`src/rtl/cd_rx_des_pkg.sv`:
```
// Shared definitions for the CDBUS receive deserializer: FSM encoding and CRC-16/MODBUS constants.
package cd_rx_des_pkg;

  typedef enum logic [4:0] {
    ST_WAIT  = 5'b00001,
    ST_START = 5'b00010,
    ST_DATA  = 5'b00100,
    ST_STOP  = 5'b01000,
    ST_HOLD  = 5'b10000
  } rx_state_t;

  localparam logic [15:0] CRC_POLY = 16'hA001;
  localparam logic [15:0] CRC_INIT = 16'hFFFF;

  // Feeds one byte through the reflected CRC one bit at a time, LSB first.
  function automatic logic [15:0] crc16_byte(input logic [15:0] crc, input logic [7:0] b);
    logic [15:0] c;
    logic        fb;
    c = crc;
    for (int i = 0; i < 8; i++) begin
      fb = c[0] ^ b[i];
      c  = c >> 1;
      if (fb) c = c ^ CRC_POLY;
    end
    return c;
  endfunction

endpackage

```
`src/rtl/cd_baud_rate.sv`:
```
// Bit-period timer: cap marks mid-bit, inc marks end of bit, both relative to the last restart.
module cd_baud_rate #(
  parameter bit FOR_TX = 1'b0
) (
  input  logic        clk,
  input  logic        reset_n,
  input  logic [15:0] div_ls,
  input  logic [15:0] div_hs,
  input  logic        baud_sel,
  input  logic        sync,
  input  logic        sync_3x,
  output logic        cap,
  output logic        inc
);

  logic [15:0] div;
  logic [15:0] half;
  logic [15:0] cnt;
  logic        restart;

  assign div     = baud_sel ? div_hs : div_ls;
  assign half    = {1'b0, div[15:1]} + {15'd0, div[0]};
  // The 3x resync only matters for the transmit-side arbitration timing.
  assign restart = sync | (FOR_TX & sync_3x);

  // A divisor switch mid-period can leave cnt above the new div, hence >=.
  always_ff @(posedge clk or negedge reset_n) begin
    if (!reset_n)        cnt <= '0;
    else if (restart)    cnt <= 16'd1;
    else if (cnt >= div) cnt <= '0;
    else                 cnt <= cnt + 16'd1;
  end

  assign cap = !restart && (cnt == half);
  assign inc = !restart && (cnt == 16'd0);

endmodule

```
`src/rtl/cd_crc.sv`:
```
// Running CRC-16/MODBUS register, preset by clean and advanced one byte per data_clk.
module cd_crc
  import cd_rx_des_pkg::*;
(
  input  logic        clk,
  input  logic        reset_n,
  input  logic        clean,
  input  logic        data_clk,
  input  logic [7:0]  data,
  output logic [15:0] crc_out
);

  always_ff @(posedge clk or negedge reset_n) begin
    if (!reset_n)      crc_out <= CRC_INIT;
    else if (clean)    crc_out <= CRC_INIT;
    else if (data_clk) crc_out <= crc16_byte(crc_out, data);
  end

endmodule

```
`src/rtl/cd_rx_des.sv`:
```
// CDBUS receive deserializer: start detection, byte assembly, frame delimiting, break/error detection.
// state | meaning: WAIT hunt/idle, START verify start bit, DATA shift 8 bits, STOP check stop bit, HOLD wait line high
module cd_rx_des
  import cd_rx_des_pkg::*;
#(
  parameter int SYNC_STAGES = 2
) (
  input  logic        clk,
  input  logic        reset_n,
  input  logic        rx,
  input  logic [15:0] div_ls,
  input  logic [15:0] div_hs,
  input  logic [9:0]  frame_idle_len,
  output logic [7:0]  data,
  output logic        data_clk,
  output logic        frame_start,
  output logic        frame_end,
  output logic [15:0] crc_data,
  output logic        break_det,
  output logic        err,
  output logic        bus_idle
);

  logic [SYNC_STAGES-1:0] sync_q;
  logic                   rxs;
  logic                   rxs_d;
  logic                   fall;
  logic                   sync;
  logic                   cap;
  logic                   inc;
  logic                   baud_sel;
  logic                   in_frame;
  logic                   idle_hit;
  rx_state_t              state;
  logic [2:0]             bit_cnt;
  logic [7:0]             shift;
  logic [9:0]             idle_cnt;

  always_ff @(posedge clk or negedge reset_n) begin
    if (!reset_n) sync_q <= '1;
    else          sync_q <= {sync_q[SYNC_STAGES-2:0], rx};
  end

  assign rxs      = sync_q[SYNC_STAGES-1];
  assign fall     = rxs_d & ~rxs;
  assign sync     = ((state == ST_WAIT) && fall) || ((state == ST_HOLD) && rxs);
  // Widened compare so a zero idle length can never match.
  assign idle_hit = ({1'b0, idle_cnt} + 11'd1) == {1'b0, frame_idle_len};

  cd_baud_rate #(
    .FOR_TX (1'b0)
  ) u_baud (
    .clk      (clk),
    .reset_n  (reset_n),
    .div_ls   (div_ls),
    .div_hs   (div_hs),
    .baud_sel (baud_sel),
    .sync     (sync),
    .sync_3x  (1'b0),
    .cap      (cap),
    .inc      (inc)
  );

  cd_crc u_crc (
    .clk      (clk),
    .reset_n  (reset_n),
    .clean    (frame_end | break_det),
    .data_clk (data_clk),
    .data     (data),
    .crc_out  (crc_data)
  );

  always_ff @(posedge clk or negedge reset_n) begin
    if (!reset_n) begin
      state       <= ST_WAIT;
      rxs_d       <= 1'b1;
      bit_cnt     <= '0;
      shift       <= '0;
      idle_cnt    <= '0;
      in_frame    <= 1'b0;
      baud_sel    <= 1'b0;
      data        <= '0;
      data_clk    <= 1'b0;
      frame_start <= 1'b0;
      frame_end   <= 1'b0;
      break_det   <= 1'b0;
      err         <= 1'b0;
      bus_idle    <= 1'b1;
    end else begin
      rxs_d       <= rxs;
      data_clk    <= 1'b0;
      frame_start <= 1'b0;
      frame_end   <= 1'b0;
      break_det   <= 1'b0;
      err         <= 1'b0;
      if (state != ST_WAIT) idle_cnt <= '0;

      case (state)
        ST_WAIT: begin
          if (fall) begin
            state    <= ST_START;
            bus_idle <= 1'b0;
          end
          // Frame closing is independent of a start edge in the same cycle.
          if (inc && in_frame) begin
            if (idle_hit) begin
              frame_end <= 1'b1;
              in_frame  <= 1'b0;
              baud_sel  <= 1'b0;
              idle_cnt  <= '0;
            end else begin
              idle_cnt <= idle_cnt + 10'd1;
            end
          end
        end

        ST_START: begin
          if (cap) begin
            if (rxs) begin
              state    <= ST_WAIT;
              bus_idle <= 1'b1;
            end else begin
              bit_cnt <= '0;
              state   <= ST_DATA;
            end
          end
        end

        ST_DATA: begin
          if (cap) begin
            shift   <= {rxs, shift[7:1]};
            bit_cnt <= bit_cnt + 3'd1;
            if (bit_cnt == 3'd7) state <= ST_STOP;
          end
        end

        ST_STOP: begin
          if (cap) begin
            if (rxs) begin
              data        <= shift;
              data_clk    <= 1'b1;
              frame_start <= !in_frame;
              in_frame    <= 1'b1;
              baud_sel    <= 1'b1;
              bus_idle    <= 1'b1;
              state       <= ST_WAIT;
            end else if (shift == 8'h00) begin
              break_det <= 1'b1;
              in_frame  <= 1'b0;
              baud_sel  <= 1'b0;
              state     <= ST_HOLD;
            end else begin
              err   <= 1'b1;
              state <= ST_HOLD;
            end
          end
        end

        ST_HOLD: begin
          if (rxs) begin
            state    <= ST_WAIT;
            bus_idle <= 1'b1;
          end
        end

        default: begin
          state    <= ST_WAIT;
          bus_idle <= 1'b1;
        end
      endcase
    end
  end

endmodule
```
`config.mk`:
```
export PLATFORM = sky130hd
export DESIGN_NAME = cd_rx_des
export DESIGN_NICKNAME = d
export VERILOG_FILES = /design/src/rtl/cd_rx_des_pkg.sv /design/src/rtl/cd_baud_rate.sv /design/src/rtl/cd_crc.sv /design/src/rtl/cd_rx_des.sv
export SDC_FILE = /design/constraint.sdc
export NUM_CORES = 1
export LEC_CHECK = 0
export BUFFER_PORTS_ARGS = -buffer_cell sky130_fd_sc_hd__clkbuf_2
export CORE_ASPECT_RATIO = 0.6
export CORE_MARGIN = 2
export CORE_UTILIZATION = 35
export DETAILED_ROUTE_END_ITERATION = 7
export PLACE_DENSITY = 0.64
export SLEW_MARGIN = 5
export SYNTH_ARGS = -nofsm -noshare
export SYNTH_HDL_FRONTEND = slang
export SYNTH_SLANG_ARGS = --single-unit
```
`constraint.sdc`:
```
create_clock -name clk -period 7.2 [get_ports clk]
set_clock_uncertainty 0.05 [all_clocks]
set_input_delay 1.44 -clock clk [delete_from_list [all_inputs] [get_ports clk]]
set_output_delay 1.44 -clock clk [all_outputs]
set_load 0.01 [all_outputs]
```
==> impl_metrics.toml <==
[grt]
grt_pass1_wl_mm = 19.6
antenna_found_initial = 0
grt_max_degree = 77
grt_pass1_vias = 3906
grt_usage = 0.155
gr-total-overflow = 0

[placed_design]
place_ws_ns = 2.66
dpl.hpwl_mm = 8.75
dpl-instance-area_sq_mm = 0.00555
gp_congestion = 0.832
place_inst = 741
port_buffers = 74

[finish]
postLayoutCoreUtil = 0.422
drive_above_1_share = 0.253
nets = 628
n_antenna_cell = 0
area_growth_pct = 15.8
layoutNonFillerInstCount = 757
final_cell_area_sq_mm = 0.00585

[worst_setup_path]
worstPathCellList = "clkbuf_2 > mux2i_1 > inv_1 > ha_1 > ha_1 > nand4b_1 > a221oi_1 > xnor2_1 > nand4_1 > nor3_1 > and4b_1 > and2_4 > mux2_1"
path_max_fanout = 11
arrival_ns = 4.37
path_delay_family = "simple AND/OR/NAND/NOR gates"
cp_common_cell = "ha_1"
end_kind = "flip-flop"
startpoint_type = "input pin"
cpMaxStageDelayCell = "and4b_1"
cpPeakStageDelay_ns = 0.46
path_class = "input pin to flip-flop"
cp_num_buf_inv = 2
required_ns = 7.37

[routing]
drtIter0Drc = 246
wire_per_inst_um = 15.1
via_per_inst = 5.08
vias = 3846
drtPass1Iterations = 5
totalWireLength_mm = 11.4
postRouteAntennaNets = 0
drc_errors = 0

[floorplanning]
die_h_um = 97.1
placementRows = 33
ios = 75
core_area_sq_mm = 0.0139
start_util = 0.364
fp.dieW_um = 159
fp.dieArea_sq_mm = 0.0155

[worst_hold_path]
hp-class = "flip-flop to flip-flop"

[synth]
syn-cell-area_sq_mm = 0.00506
synth-edff-count = 0
ys_types = 67
avgSynthCellArea_sq_um = 10.3
synth_warnings = 0
synthesis.nets = 559
synth_seq_cells = 76
synth_cells = 491
synth_ff_type = "dfrtp_1"
ys_seq_area_frac = 0.381
synthArstFlopShare = 1.00

[sta]
period_needed_ns = 4.20
max_freq_ghz = 0.238
finalCritPeriodShare = 0.583
tightest_slew_ns = 1.10
grt_setup_unrepaired = "no"
final-setup-viol-count = 0
setup_slack_ns = 3.00
final_hold_viol_count = 0
tns_ns = 0
slew_viol_final = 0
slew_headroom = 0.261

[outcome]
status = "finished clean"

[clock_network]
cts_tree = "done"
cts.path.max_buffers = 2
htreeDepth = 3
cts_setup_buffers = 0
ctsRootBufferMaster = "clkbuf_16"
clock_sinks = 76
cts_resized = 0
postCtsHoldBufs = 0
clk_latency_ns = 0.34
cts_made_buffers = 9
clkTransAtPathRegs_ns = 0.06

[power_and_ir_drop]
peakVddDrop_mv = 0.119
p_leak_nw = 2.70
cellPowerDensity_mw_per_mm2 = 199

[job]
drv_cap = 0
[stage by stage]
stage | total power (W) | hold WS [ns]
global route | 0.00123 | 0.313
global placement | 0.000713 | 0.298
floorplan | 0.000644 | 0.295
finish | 0.00116 | 0.306
CTS | 0.00118 | 0.307
detailed placement | 0.000719 | 0.299
[report_power, final]
group | leakage, nW | internal [W] | switching, W
clock | 0.149 | 0.000286 | 0.000166
combinational | 1.58 | 0.0000987 | 0.000120
sequential | 0.972 | 0.000454 | 0.0000399
total | 2.70 | 0.000839 | 0.000326
[registers in the layout, summed over array words and instances (netlist names)]
register and count:
data 8, state 5, u_baud.cnt 16, rxs_d 1, frame_start 1, in_frame 1, shift 8, u_crc.crc_out 16
bus_idle 1, err 1, bit_cnt 3, break_det 1, frame_end 1, idle_cnt 10, data_clk 1, sync_q 2
[cells in the final DEF (no fill, tap or decap), drive strengths merged, types with 3 or more instances in the layout]
cell type	count
a21oi	23
nor2b	3
nand2	25
nand3	22
mux2	19
and4	4
nor2	53
nor3b	3
and3	8
o22a	5
and2	8
nor3	6
ha	23
inv	12
dfstp	21
mux2i	16
dfrtp	55
xnor2	50
or3	6
a211oi	5
nand3b	5
a22o	3
nand2b	3
o21ai	12
xor2	26
clkbuf	85
nand4b	6
a21o	6
nor4	8
nand4	10
[metal layers]
metal  vias to the layer above  part of all wire  GRT usage
li1                       1896                 -          -
met1                      1875              0.51      0.228
met2                        66              0.43      0.227
met3                         9             0.057     0.0393
met4                         0             0.010     0.0399
met5                         -                 0          0
[kinds of logic (layout without fill, tap and decap cells)]
family / count (synthesis) / count (layout) / synth area share
mux: 35 / 35 / 0.0859
flops: 76 / 76 / 0.381
xor+xnor: 76 / 76 / 0.132
buf+inv: 29 / 103 / 0.0346
fa+ha+maj: 23 / 23 / 0.0569
simple gates: 175 / 175 / 0.194
compound gates: 77 / 77 / 0.116
[final timing paths]
path / slack (ns) / end / startpoint / depth (start not counted)
max reg2reg: 3.31 / shift[7]$_DFFE_PN0P_ / in_frame$_DFFE_PN0P_ / 13
min reg2reg: 0.31 / sync_q[1]$_DFF_PN1_ / sync_q[0]$_DFF_PN1_ / 0
min: 0.31 / sync_q[1]$_DFF_PN1_ / sync_q[0]$_DFF_PN1_ / 0
max in group asynchronous: 5.31 / bit_cnt[0]$_DFFE_PN0P_ / reset_n / 1
min in group asynchronous: 1.20 / data_clk$_DFF_PN0_ / reset_n / 1
max: 3.00 / shift[7]$_DFFE_PN0P_ / div_hs[1] / 13
[layout make-up]
cell class | instances | area (sq um)
clock buffer | 12 | 256
multi-input combinational | 386 | 2950
clock inverter | 4 | 47.5
tap | 192 | 240
sequential | 76 | 1930
inverter | 12 | 47.5
fill | 1351 | 8020
timing repair buffer | 75 | 380
[cells in the mapped netlist (all sizes together) (2+ instances only)]
cell type,number,area share
buf,7,0.018
mux2i,16,0.038
or3,6,0.0074
a21oi,23,0.023
mux2,19,0.048
a22o,3,0.0052
nor2b,3,0.0037
o21ai,12,0.012
nor3b,3,0.0045
and2,8,0.010
a21o,6,0.0089
a311oi,2,0.0035
nand3,22,0.024
xor2,26,0.045
ha,23,0.057
and4,4,0.0069
o22a,5,0.0087
o2111ai,2,0.0035
nand2,25,0.019
nor2,53,0.039
nand3b,5,0.0074
dfrtp,55,0.27
dfstp,21,0.11
nand2b,3,0.0037
a211oi,5,0.0099
a31oi,2,0.0025
o31ai,2,0.0030
nand4b,6,0.016
and3,8,0.0099
nor4,8,0.0099
inv,12,0.0094
nand4,10,0.015
nor3,6,0.0069
xnor2,50,0.087
a311o,2,0.0040
clkbuf,10,0.0074
Note: power is estimated with default switching activity, not from simulation.
